$ cat src/rtl/risc16b_mmio.sv
// Memory-mapped I/O block for the risc16b CPU: LED register, free-running timer,
// and a write-only UART transmitter with a busy flag, all in the 0x7fxx window.
module risc16b_mmio #(
  parameter int CLKS_PER_BIT = 434
) (
  input  logic        clk,
  input  logic        rst,
  input  logic [15:0] d_addr,
  input  logic        d_oe,
  input  logic [1:0]  d_we,
  input  logic [15:0] d_dout,
  output logic        io_sel,
  output logic [15:0] io_rdata,
  output logic [15:0] led,
  output logic        uart_tx
);

  typedef enum logic [1:0] {
    TX_IDLE,
    TX_START,
    TX_DATA,
    TX_STOP
  } tx_state_e;

  localparam logic [15:0] BAUD_LAST = 16'(CLKS_PER_BIT - 1);

  localparam logic [6:0] OFF_LED    = 7'd0;
  localparam logic [6:0] OFF_TIMER  = 7'd1;
  localparam logic [6:0] OFF_TXDATA = 7'd2;
  localparam logic [6:0] OFF_STATUS = 7'd3;

  tx_state_e   state_q, state_d;
  logic [15:0] baud_q, baud_d;
  logic [2:0]  bit_q, bit_d;
  logic [7:0]  shift_q, shift_d;
  logic [15:0] led_q, led_d;
  logic [15:0] timer_q, timer_d;

  logic [6:0]  off;
  logic        busy;
  logic        tx_accept;
  logic        baud_done;
  logic        unused_addr_lsb;

  assign io_sel          = (d_addr[15:8] == 8'h7f);
  assign off             = d_addr[7:1];
  assign unused_addr_lsb = d_addr[0];
  assign busy            = (state_q != TX_IDLE);
  assign baud_done       = (baud_q == BAUD_LAST);
  assign tx_accept       = io_sel && (off == OFF_TXDATA) && d_we[1] && !busy;
  assign led             = led_q;

  // Register file: LED byte lanes and the timer, whose clear beats the increment.
  always_comb begin
    led_d   = led_q;
    timer_d = timer_q + 16'd1;
    if (io_sel && (off == OFF_LED)) begin
      if (d_we[0]) led_d[15:8] = d_dout[15:8];
      if (d_we[1]) led_d[7:0]  = d_dout[7:0];
    end
    if (io_sel && (off == OFF_TIMER) && (d_we != 2'b00)) timer_d = 16'h0000;
  end

  always_comb begin
    io_rdata = 16'h0000;
    if (io_sel && d_oe) begin
      case (off)
        OFF_LED:    io_rdata = led_q;
        OFF_TIMER:  io_rdata = timer_q;
        OFF_STATUS: io_rdata = {15'b0, busy};
        default:    io_rdata = 16'h0000;
      endcase
    end
  end

  // Transmitter: baud_q counts cycles within a bit, bit_q selects the data bit.
  always_comb begin
    state_d = state_q;
    baud_d  = baud_q;
    bit_d   = bit_q;
    shift_d = shift_q;
    uart_tx = 1'b1;
    case (state_q)
      TX_IDLE: begin
        baud_d = 16'd0;
        bit_d  = 3'd0;
        if (tx_accept) begin
          state_d = TX_START;
          shift_d = d_dout[7:0];
        end
      end
      TX_START: begin
        uart_tx = 1'b0;
        if (baud_done) begin
          baud_d  = 16'd0;
          state_d = TX_DATA;
        end else begin
          baud_d = baud_q + 16'd1;
        end
      end
      TX_DATA: begin
        uart_tx = shift_q[bit_q];
        if (baud_done) begin
          baud_d = 16'd0;
          if (bit_q == 3'd7) begin
            bit_d   = 3'd0;
            state_d = TX_STOP;
          end else begin
            bit_d = bit_q + 3'd1;
          end
        end else begin
          baud_d = baud_q + 16'd1;
        end
      end
      TX_STOP: begin
        if (baud_done) begin
          baud_d  = 16'd0;
          state_d = TX_IDLE;
        end else begin
          baud_d = baud_q + 16'd1;
        end
      end
      default: state_d = TX_IDLE;
    endcase
  end

  always_ff @(posedge clk) begin
    if (rst) begin
      state_q <= TX_IDLE;
      baud_q  <= 16'd0;
      bit_q   <= 3'd0;
      shift_q <= 8'h00;
      led_q   <= 16'h0000;
      timer_q <= 16'h0000;
    end else begin
      state_q <= state_d;
      baud_q  <= baud_d;
      bit_q   <= bit_d;
      shift_q <= shift_d;
      led_q   <= led_d;
      timer_q <= timer_d;
    end
  end

endmodule

$ cat config.mk
export PLATFORM = sky130hd
export DESIGN_NAME = risc16b_mmio
export DESIGN_NICKNAME = d
export VERILOG_FILES = /design/src/rtl/risc16b_mmio.sv
export SDC_FILE = /design/constraint.sdc
export NUM_CORES = 1
export LEC_CHECK = 0
export CELL_PAD_IN_SITES_DETAIL_PLACEMENT = 0
export CELL_PAD_IN_SITES_GLOBAL_PLACEMENT = 1
export CORE_MARGIN = 5
export CORE_UTILIZATION = 44
export CTS_BUF_LIST = sky130_fd_sc_hd__clkbuf_4
export CTS_CLUSTER_DIAMETER = 50
export CTS_CLUSTER_SIZE = 20
export DETAILED_ROUTE_END_ITERATION = 10
export DONT_BUFFER_PORTS = 1
export GPL_TIMING_DRIVEN = 0
export PLACE_DENSITY = 0.79
export SYNTH_ARGS = -nofsm -noshare
export SYNTH_HDL_FRONTEND = slang
export SYNTH_SLANG_ARGS = --single-unit
$ cat constraint.sdc
create_clock -name clk -period 1.6 [get_ports clk]
set_input_delay 0.16 -clock clk [delete_from_list [all_inputs] [get_ports clk]]
set_output_delay 0.16 -clock clk [all_outputs]
set_load 0.005 [all_outputs]
==> results of run 1 <==
-- per-stage QoR --
stage | worst slack [ps] | instance area, um^2 | hold WS [ps] | std cells | setup TNS [ps]
2_1_floorplan | -109 | 2930 | 304 | 321 | -1500
3_3_place_gp | -393 | 3030 | 306 | 398 | -13330
3_5_place_dp | -391 | 3030 | 313 | 398 | -13500
4_1_cts | -167 | 3690 | 1.24 | 451 | -2190
5_1_grt | -231 | 3890 | 5.36 | 459 | -4880
6_report | -144 | 3890 | 11.5 | 460 | -2070
-- worst paths after layout --
check / from / end / slack (ps)
worst max-delay path: d_addr[3] / io_rdata[12] / -140
worst min-delay path: rst / baud_q[14] / 10
worst max register to register: baud_q[12] / state_q[1] / -80
worst min register to register: baud_q[0] / baud_q[0] / 470
-- worst register-to-register path, cell delays in order, from the launching register on --
cell and delay, ps:
dfxtp_1 350, nor4_1 310, nand4_1 150, buf_6 150, a222oi_1 300, buf_4 180
mux2i_1 170
-- state kept, by name, summed over array words and instances (netlist names) --
| name | cells |
|---|---|
| led | 16 |
| shift_q | 8 |
| baud_q | 16 |
| state_q | 2 |
| timer_q | 16 |
| bit_q | 3 |
-- cell type report --
cell class | instances | area (um^2)
diodes | 1 | 2.50
well taps | 77 | 96.3
clock inverters | 6 | 30.0
repair buffers | 46 | 422
clock buffers | 10 | 75.1
fillers | 541 | 2490
plain buffers | 11 | 88.8
flip-flops and latches | 61 | 1240
multi-input cells | 240 | 1910
inverters | 8 | 35.0
-- power breakdown --
part	switching, uW	total [uW]	internal, uW	leakage [uW]
combinational	151	325	174	0.000923
sequential	24.1	1560	1530	0.000496
clock	533	851	318	0.0000610
total	708	2730	2030	0.00148
-- what timing repair did --
action / CTS / global route
setup buffers: 18 / 9
pin swaps: 20 / 23
hold endpoints to repair: 31 / 0
gates resized for setup: 63 / 33
cloned: 2 / 0
hold buffers: 17 / 0
endpoints found under the setup margin: 45 / 47
-- cells by family (layout without fill, tap and decap cells) --
kind of cell               after synthesis  in the layout
and+or+nand+nor                        146            146
DFF                                     61             61
AOI/OAI and AO/OA                       30             30
muxes                                   29             29
xor gates and xnor gates                26             26
buffers and inverters                   20             81
adders and majority gates                9              9
other                                    0              1
-- metal layers --
metal / GRT usage (%) / up-vias / wire (um)
met5: 0 / - / 0
met4: 7.82 / 0 / 111
met3: 6.78 / 12 / 591
met2: 28.2 / 68 / 3590
met1: 21.9 / 1109 / 3140
li1: - / 1225 / -
-- synth_stat cells --
master	count	area share, %
nor2_1	86	11
mux2i_1	27	9.3
ha_1	9	3.9
a21o_1	1	0.26
inv_1	8	1.0
nand3_1	10	1.7
and2b_1	1	0.26
nor4b_1	1	0.30
a21o_4	1	0.52
clkbuf_1	5	0.65
nor4_1	3	0.65
dfxtp_1	61	42
a222oi_1	1	0.34
nand4_2	1	0.43
nor3_4	1	0.56
nor4_4	1	0.73
nand4b_1	3	0.91
xor2_1	15	4.5
a22oi_1	18	4.7
o21a_1	2	0.52
nor3b_1	1	0.26
nand2_1	14	1.8
or4_4	1	0.39
a21oi_1	4	0.69
nand2b_1	2	0.43
and2_1	1	0.22
mux4_2	2	1.6
buf_2	4	0.69
nor3b_2	1	0.43
buf_6	1	0.39
nor3_1	3	0.52
buf_4	2	0.52
xnor2_1	11	3.3
nand4_1	8	1.7
or3_1	4	0.86
and3_1	3	0.65
o211ai_2	1	0.43
o21ai_0	2	0.34
and4_1	1	0.30
==> flow_metrics.py, run 1 <==
metrics = {
    "floorplanning": {
        "die_x_um": 91.2,
        "rows": 29,
        "core_um2": 6390,
        "die_area_um2": 8320,
        "start_util_pct": 45.4,
        "die_y_um": 91.2,
        "top_level_ports": 71,
    },
    "layout": {
        "final_cell_mix": "nor2_1 (75), dfxtp_1 (54), mux2i_1 (27), buf_4 (21), dlygate4sd3_1 (17)",
        "drive_gt1_share_pct": 29.8,
        "area_growth_pct": 34.2,
        "final_util_pct": 61.0,
        "final_nets": 423,
        "final_common_cell": "nor2_1",
    },
    "yosys": {
        "synth_top_family_by_area": "simple AND/OR/NAND/NOR gates",
        "synth_cells": 321,
        "synth_mux_area_share_pct": 10.9,
        "synth.avg_cell_area_um2": 9.04,
        "synthAdderAreaFrac_pct": 3.88,
        "synthSimpleGateAreaFrac_pct": 24.3,
        "synth-seq-cells": 61,
        "ys_warn_count": 0,
        "synth_cell_type_count": 39,
        "synthXorXnorAreaFrac_pct": 7.85,
        "netlist_area_um2": 2900,
        "synth_fp_nets": 367,
        "synth_compound_area_share_pct": 7.76,
        "synth_seq_area_share_pct": 42.1,
    },
    "worst_setup_path": {
        "r2r_cells": 6,
        "cp_slowest_stage_delay_ps": 560,
        "required_ps": 1440,
        "crit_cells": 7,
        "crit_buf_inv": 2,
        "critical-path-slowest-cell": "or4_4",
        "cp-start-kind": "primary input",
        "crit_path_max_fanout": 8,
        "endpoint_kind": "output pin",
        "cp_common_cell": "buf_6",
        "path_class": "in2out",
        "path_delay_family": "simple AND/OR/NAND/NOR gates",
        "crit_chain": "or4_4 -> nor3b_4 -> and2b_1 -> buf_6 -> buf_6 -> a22oi_2 -> nor2_4",
        "worstPathArrival_ps": 1580,
    },
    "grt": {
        "grt_pass1_vias": 2455,
        "antenna_found_initial": 0,
        "grtUsageTotal_pct": 18.0,
        "gr-total-overflow": 0,
        "grt_start_max_net_pins": 11,
        "grt_pass1_wl_mm": 12.0,
    },
    "pwr": {
        "power_uw": 2730,
        "power_density_nw_per_um2": 702,
        "vdd_drop_max_mv": 0.384,
        "total_leakage_power_uw": 0.00148,
    },
    "route": {
        "vias_per_cell": 5.25,
        "antenna_left": 0,
        "vias": 2414,
        "first_pass_iters": 4,
        "remaining_drc_errors": 0,
        "routed_wl_mm": 7.43,
        "drtIter0Drc": 90,
        "wl_per_cell_um": 16.2,
    },
    "placed_design": {
        "place_hpwl_mm": 5.01,
        "gp_congestion": 0.787,
        "io_buffers": 0,
    },
    "sta": {
        "skew_ps": 10.2,
        "fmax_mhz": 574,
        "rsz0062_at_grt": "yes",
        "setup_viol": 21,
        "tightestPinTransition_ps": 609,
        "finalCritPeriodShare_pct": 109,
        "finalHoldViolCount": 0,
        "drv_slew": 0,
        "min_period_ps": 1740,
        "maxSlewHeadroom_pct": 59.3,
        "setup_slack_ps": -144,
    },
    "clocking": {
        "clk_pin_slew_ps": 100,
        "cts_buffer_depth": 2,
        "clock_sinks": 61,
        "insertion_delay_ps": 390,
        "root_buffer": "clkbuf_4",
        "cts_buffers": 9,
        "htreeDepth": 3,
        "cts_tree": "yes",
    },
    "min_path": {
        "hold_path_class": "in2reg",
        "hold_depth": 3,
    },
    "outcome": {
        "violations": "setup timing",
        "status": "complete, but fails checks",
    },
    "run": {
        "cap_violations": 0,
    },
}
Note: power is estimated with default switching activity, not from simulation.
==> run 2, diff against run 1 <==
--- a/config.mk
+++ b/config.mk
@@ -9,7 +9,7 @@
 export CELL_PAD_IN_SITES_GLOBAL_PLACEMENT = 1
 export CORE_MARGIN = 5
 export CORE_UTILIZATION = 44
-export CTS_BUF_LIST = sky130_fd_sc_hd__clkbuf_4
+export CTS_BUF_LIST = sky130_fd_sc_hd__clkbuf_8
 export CTS_CLUSTER_DIAMETER = 50
 export CTS_CLUSTER_SIZE = 20
 export DETAILED_ROUTE_END_ITERATION = 10
==> flow_metrics.py, run 2 (synthesis gave the netlist of run 1 again) <==
metrics = {
    "clocking": {
        "clk_pin_slew_ps": 60,
        "cts_buffer_depth": 2,
        "htreeDepth": 3,
        "insertion_delay_ps": 330,
        "cts_tree": "yes",
        "root_buffer": "clkbuf_8",
        "clock_sinks": 61,
        "cts_buffers": 9,
    },
    "grt": {
        "antenna_found_initial": 0,
        "grtUsageTotal_pct": 17.7,
        "gr-total-overflow": 0,
        "grt_start_max_net_pins": 11,
        "grt_pass1_wl_mm": 11.9,
        "grt_pass1_vias": 2467,
    },
    "layout": {
        "area_growth_pct": 34.9,
        "drive_gt1_share_pct": 28.4,
        "final_common_cell": "nor2_1",
        "final_cell_mix": "nor2_1 (75), dfxtp_1 (55), mux2i_1 (27), buf_4 (21), dlygate4sd3_1 (17)",
        "final_nets": 421,
    },
    "route": {
        "first_pass_iters": 4,
        "antenna_left": 0,
        "drtIter0Drc": 126,
        "vias_per_cell": 5.28,
        "vias": 2420,
        "routed_wl_mm": 7.48,
        "wl_per_cell_um": 16.3,
        "remaining_drc_errors": 0,
    },
    "worst_setup_path": {
        "crit_chain": "or4_4 -> nor3b_4 -> and2b_1 -> buf_6 -> buf_6 -> a22oi_1 -> nor2_4",
        "endpoint_kind": "output pin",
        "crit_path_max_fanout": 8,
        "path_class": "in2out",
        "critical-path-slowest-cell": "or4_4",
        "required_ps": 1440,
        "crit_buf_inv": 2,
        "path_delay_family": "simple AND/OR/NAND/NOR gates",
        "worstPathArrival_ps": 1610,
        "cp_common_cell": "buf_6",
        "cp_slowest_stage_delay_ps": 560,
        "cp-start-kind": "primary input",
    },
    "floorplanning": {
        "start_util_pct": 45.4,
        "core_um2": 6390,
        "top_level_ports": 71,
        "die_area_um2": 8320,
        "die_x_um": 91.2,
        "rows": 29,
        "die_y_um": 91.2,
    },
    "pwr": {
        "power_uw": 3070,
        "vdd_drop_max_mv": 0.419,
        "power_density_nw_per_um2": 784,
        "total_leakage_power_uw": 0.00150,
    },
    "sta": {
        "min_period_ps": 1770,
        "rsz0062_at_grt": "yes",
        "skew_ps": 2.85,
        "maxSlewHeadroom_pct": 58.8,
        "tightestPinTransition_ps": 615,
        "finalHoldViolCount": 0,
        "setup_slack_ps": -166,
        "fmax_mhz": 566,
        "setup_viol": 23,
        "drv_slew": 0,
        "finalCritPeriodShare_pct": 110,
    },
    "placed_design": {
        "io_buffers": 0,
        "place_hpwl_mm": 5.01,
        "post-place-ws_ps": -391,
        "gp_congestion": 0.787,
    },
    "run": {
        "cap_violations": 0,
    },
    "min_path": {
        "hold_path_class": "in2reg",
    },
    "outcome": {
        "violations": "setup timing",
        "status": "complete, but fails checks",
    },
}
## run 2: cell count changes in the layout (fill, tap and decap cells not counted), sizes merged
cell    change
clkinv      -2
clkbuf      +1
inv         +1
buf         -2
## run 2: cell type report
cell class | count | area [um^2]
Sequential cell | 61 | 1240
Inverter | 8 | 35.0
Buffer | 11 | 85.1
Clock buffer | 11 | 151
Antenna cell | 1 | 2.50
Tap cell | 77 | 96.3
Multi-Input combinational cell | 240 | 1880
Timing Repair Buffer | 44 | 399
Fill cell | 531 | 2470
Clock inverter | 5 | 26.3
## run 2: where the power goes
part	switching, uW	internal [uW]	total, uW	leakage [uW]
Clock	577	632	1210	0.0000963
Combinational	141	158	299	0.000907
Sequential	25.8	1530	1560	0.000496
## run 2: timing repair
| action | 4_1_cts | 5_1_grt |
|---|---|---|
| gates cloned | 2 | 0 |
| resized for setup | 54 | 34 |
| hold endpoints to repair | 25 | 0 |
| setup buffers | 16 | 9 |
| hold buffers | 17 | 0 |
| pin swaps | 19 | 21 |
| endpoints found under the setup margin | 45 | 48 |
## run 2: final timing paths
check	to	from	depth (start not counted)	slack, ps
setup / recovery	io_rdata[13]	d_addr[3]	7	-170
hold / removal	timer_q[6]	rst	2	40
setup reg to reg	state_q[1]	baud_q[12]	6	-100
hold reg to reg	baud_q[0]	baud_q[0]	1	460
## run 2: layer usage
metal / global-route usage (%) / vias to the layer above / wire, um
li1: - / 1219 / -
met1: 21.3 / 1120 / 3250
met2: 28.5 / 75 / 3560
met3: 7.52 / 6 / 606
met4: 6.11 / 0 / 66
met5: 0 / - / 0
## run 2: stage by stage
stage	TNS (ps)	cell area [um^2]	hold WS, ps	utilization, %	std cells
final	-2290	3920	42.4	61.3	458
after global routing	-5450	3910	25.6	61.3	457
after CTS	-2060	3700	22.3	58.0	449
after detailed placement	-13500	3030	313	47.4	398
after global placement	-13330	3030	306	47.4	398
after floorplan	-1500	2930	304	-	321
==> run 3, diff against run 2 <==
--- a/config.mk
+++ b/config.mk
@@ -16,6 +16,7 @@
 export DONT_BUFFER_PORTS = 1
 export GPL_TIMING_DRIVEN = 0
 export PLACE_DENSITY = 0.79
+export RECOVER_POWER = 25
 export SYNTH_ARGS = -nofsm -noshare
 export SYNTH_HDL_FRONTEND = slang
 export SYNTH_SLANG_ARGS = --single-unit
==> constraint.sdc (replaced) <==
create_clock -name clk -period 1.6 [get_ports clk]
set_input_delay 0.16 -clock clk [delete_from_list [all_inputs] [get_ports clk]]
set_output_delay 0.16 -clock clk [all_outputs]
set_load 0.05 [all_outputs]
==> flow_metrics.py, run 3 (synthesis gave the netlist of run 1 again) <==
metrics = {
    "route": {
        "antenna_left": 0,
        "first_pass_iters": 5,
        "remaining_drc_errors": 0,
        "vias_per_cell": 5.49,
        "vias": 2577,
        "wl_per_cell_um": 17.5,
        "routed_wl_mm": 8.23,
        "drtIter0Drc": 104,
    },
    "placed_design": {
        "gp_congestion": 0.777,
        "place_hpwl_mm": 5.13,
        "io_buffers": 0,
        "post-place-ws_ps": -579,
        "dpl_cell_area_um2": 3170,
    },
    "worst_setup_path": {
        "r2r_cells": 6,
        "path_class": "in2out",
        "worstPathArrival_ps": 1860,
        "endpoint_kind": "output pin",
        "required_ps": 1440,
        "r2r_end": "state_q[1]",
        "crit_path_max_fanout": 7,
        "r2r_slack_ps": -140,
        "cp-start-kind": "primary input",
        "r2r_start": "state_q[0]",
    },
    "sta": {
        "min_period_ps": 2020,
        "setup_viol": 33,
        "fmax_mhz": 495,
        "setup_slack_ps": -419,
        "drv_slew": 0,
        "fin_hold_ws_ps": 10.5,
        "tightestPinTransition_ps": 634,
        "rsz0062_at_grt": "yes",
        "tns_ps": -6750,
        "finalHoldViolCount": 0,
        "finalCritPeriodShare_pct": 126,
        "maxSlewHeadroom_pct": 57.7,
        "skew_ps": 12.0,
    },
    "layout": {
        "final_cell_mix": "nor2_1 (60), dfxtp_1 (54), buf_4 (27), mux2i_1 (25), nor2_4 (20)",
        "area_growth_pct": 47.4,
        "final_nets": 433,
        "fin_area_um2": 4280,
        "final_common_cell": "nor2_1",
        "drive_gt1_share_pct": 37.5,
        "n_antenna_cell": 0,
    },
    "min_path": {
        "hold_start": "d_dout[13]",
        "whs_endpoint": "led[13]",
        "hold_depth": 2,
        "hold_path_class": "in2reg",
    },
    "pwr": {
        "vdd_drop_max_mv": 0.521,
        "total_leakage_power_uw": 0.00161,
        "power_uw": 3250,
        "power_density_nw_per_um2": 759,
    },
    "clocking": {
        "insertion_delay_ps": 330,
        "htreeDepth": 3,
        "cts_buffer_depth": 2,
        "cts_tree": "yes",
        "root_buffer": "clkbuf_8",
        "clk_pin_slew_ps": 60,
        "clock_sinks": 61,
        "cts_buffers": 9,
    },
    "outcome": {
        "violations": "setup timing",
        "status": "complete, but fails checks",
    },
    "grt": {
        "grt_pass1_wl_mm": 12.6,
        "antenna_found_initial": 0,
        "grtUsageTotal_pct": 18.6,
        "grt_pass1_vias": 2461,
        "grt_start_max_net_pins": 11,
        "gr-total-overflow": 0,
    },
    "floorplanning": {
        "die_y_um": 91.2,
        "die_area_um2": 8320,
        "rows": 29,
        "top_level_ports": 71,
        "core_um2": 6390,
        "start_util_pct": 45.4,
        "die_x_um": 91.2,
    },
    "run": {
        "cap_violations": 0,
    },
}
==> run 3: area by class of cell <==
type | instances | area [um^2]
clock inverter | 6 | 55.1
buffer | 11 | 100
multi-input combinational | 240 | 2050
sequential | 61 | 1240
timing repair buffer | 56 | 563
tap | 77 | 96.3
clock buffer | 10 | 138
inverter | 8 | 30.0
fill | 491 | 2110
==> run 3: stage by stage <==
step,std cells,utilization [%]
3_5_place_dp,398,49.7
6_report,469,67.0
4_1_cts,455,61.4
3_3_place_gp,398,49.7
5_1_grt,469,67.0
2_1_floorplan,321,-
==> run 3: worst max-delay path by stage <==
stage	cells past startpoint	from	endpoint	slack, ps
finish	6	d_addr[3]	io_rdata[11]	-420
global route	7	d_addr[3]	io_rdata[6]	-480
CTS	6	d_addr[7]	io_rdata[6]	-400
detailed placement	5	d_addr[3]	io_rdata[6]	-580
global placement	4	d_addr[3]	io_rdata[4]	-580
floorplan	7	d_addr[3]	io_rdata[10]	-390
==> run 3: critical path, stage by stage <==
cell       delay, ps
or4_4            570
nor4_4           240
buf_6            170
o211ai_4         170
clkbuf_16        240
nor2_4           300
==> run 3: power breakdown <==
group | internal, uW | total, uW | switching, uW
logic | 175 | 362 | 186
clock network | 745 | 1320 | 579
registers | 1530 | 1560 | 25.9
total | 2450 | 3250 | 791
==> run 3: timing repair <==
item	4_1_cts	5_1_grt
hold buffers	15	1
gates cloned	1	2
pin swaps	29	29
setup endpoints to repair	36	39
hold endpoints to repair	23	1
resized for setup	42	53
buffers inserted	25	13
==> run 3: per-layer routing <==
layer / global-route usage [%] / share of wire (%) / routed length (um)
met1: 22.6 / 42 / 3430
met2: 32.4 / 52 / 4270
met3: 3.97 / 4.4 / 358
met5: 0 / 0 / 0
met4: 6.72 / 2.0 / 165
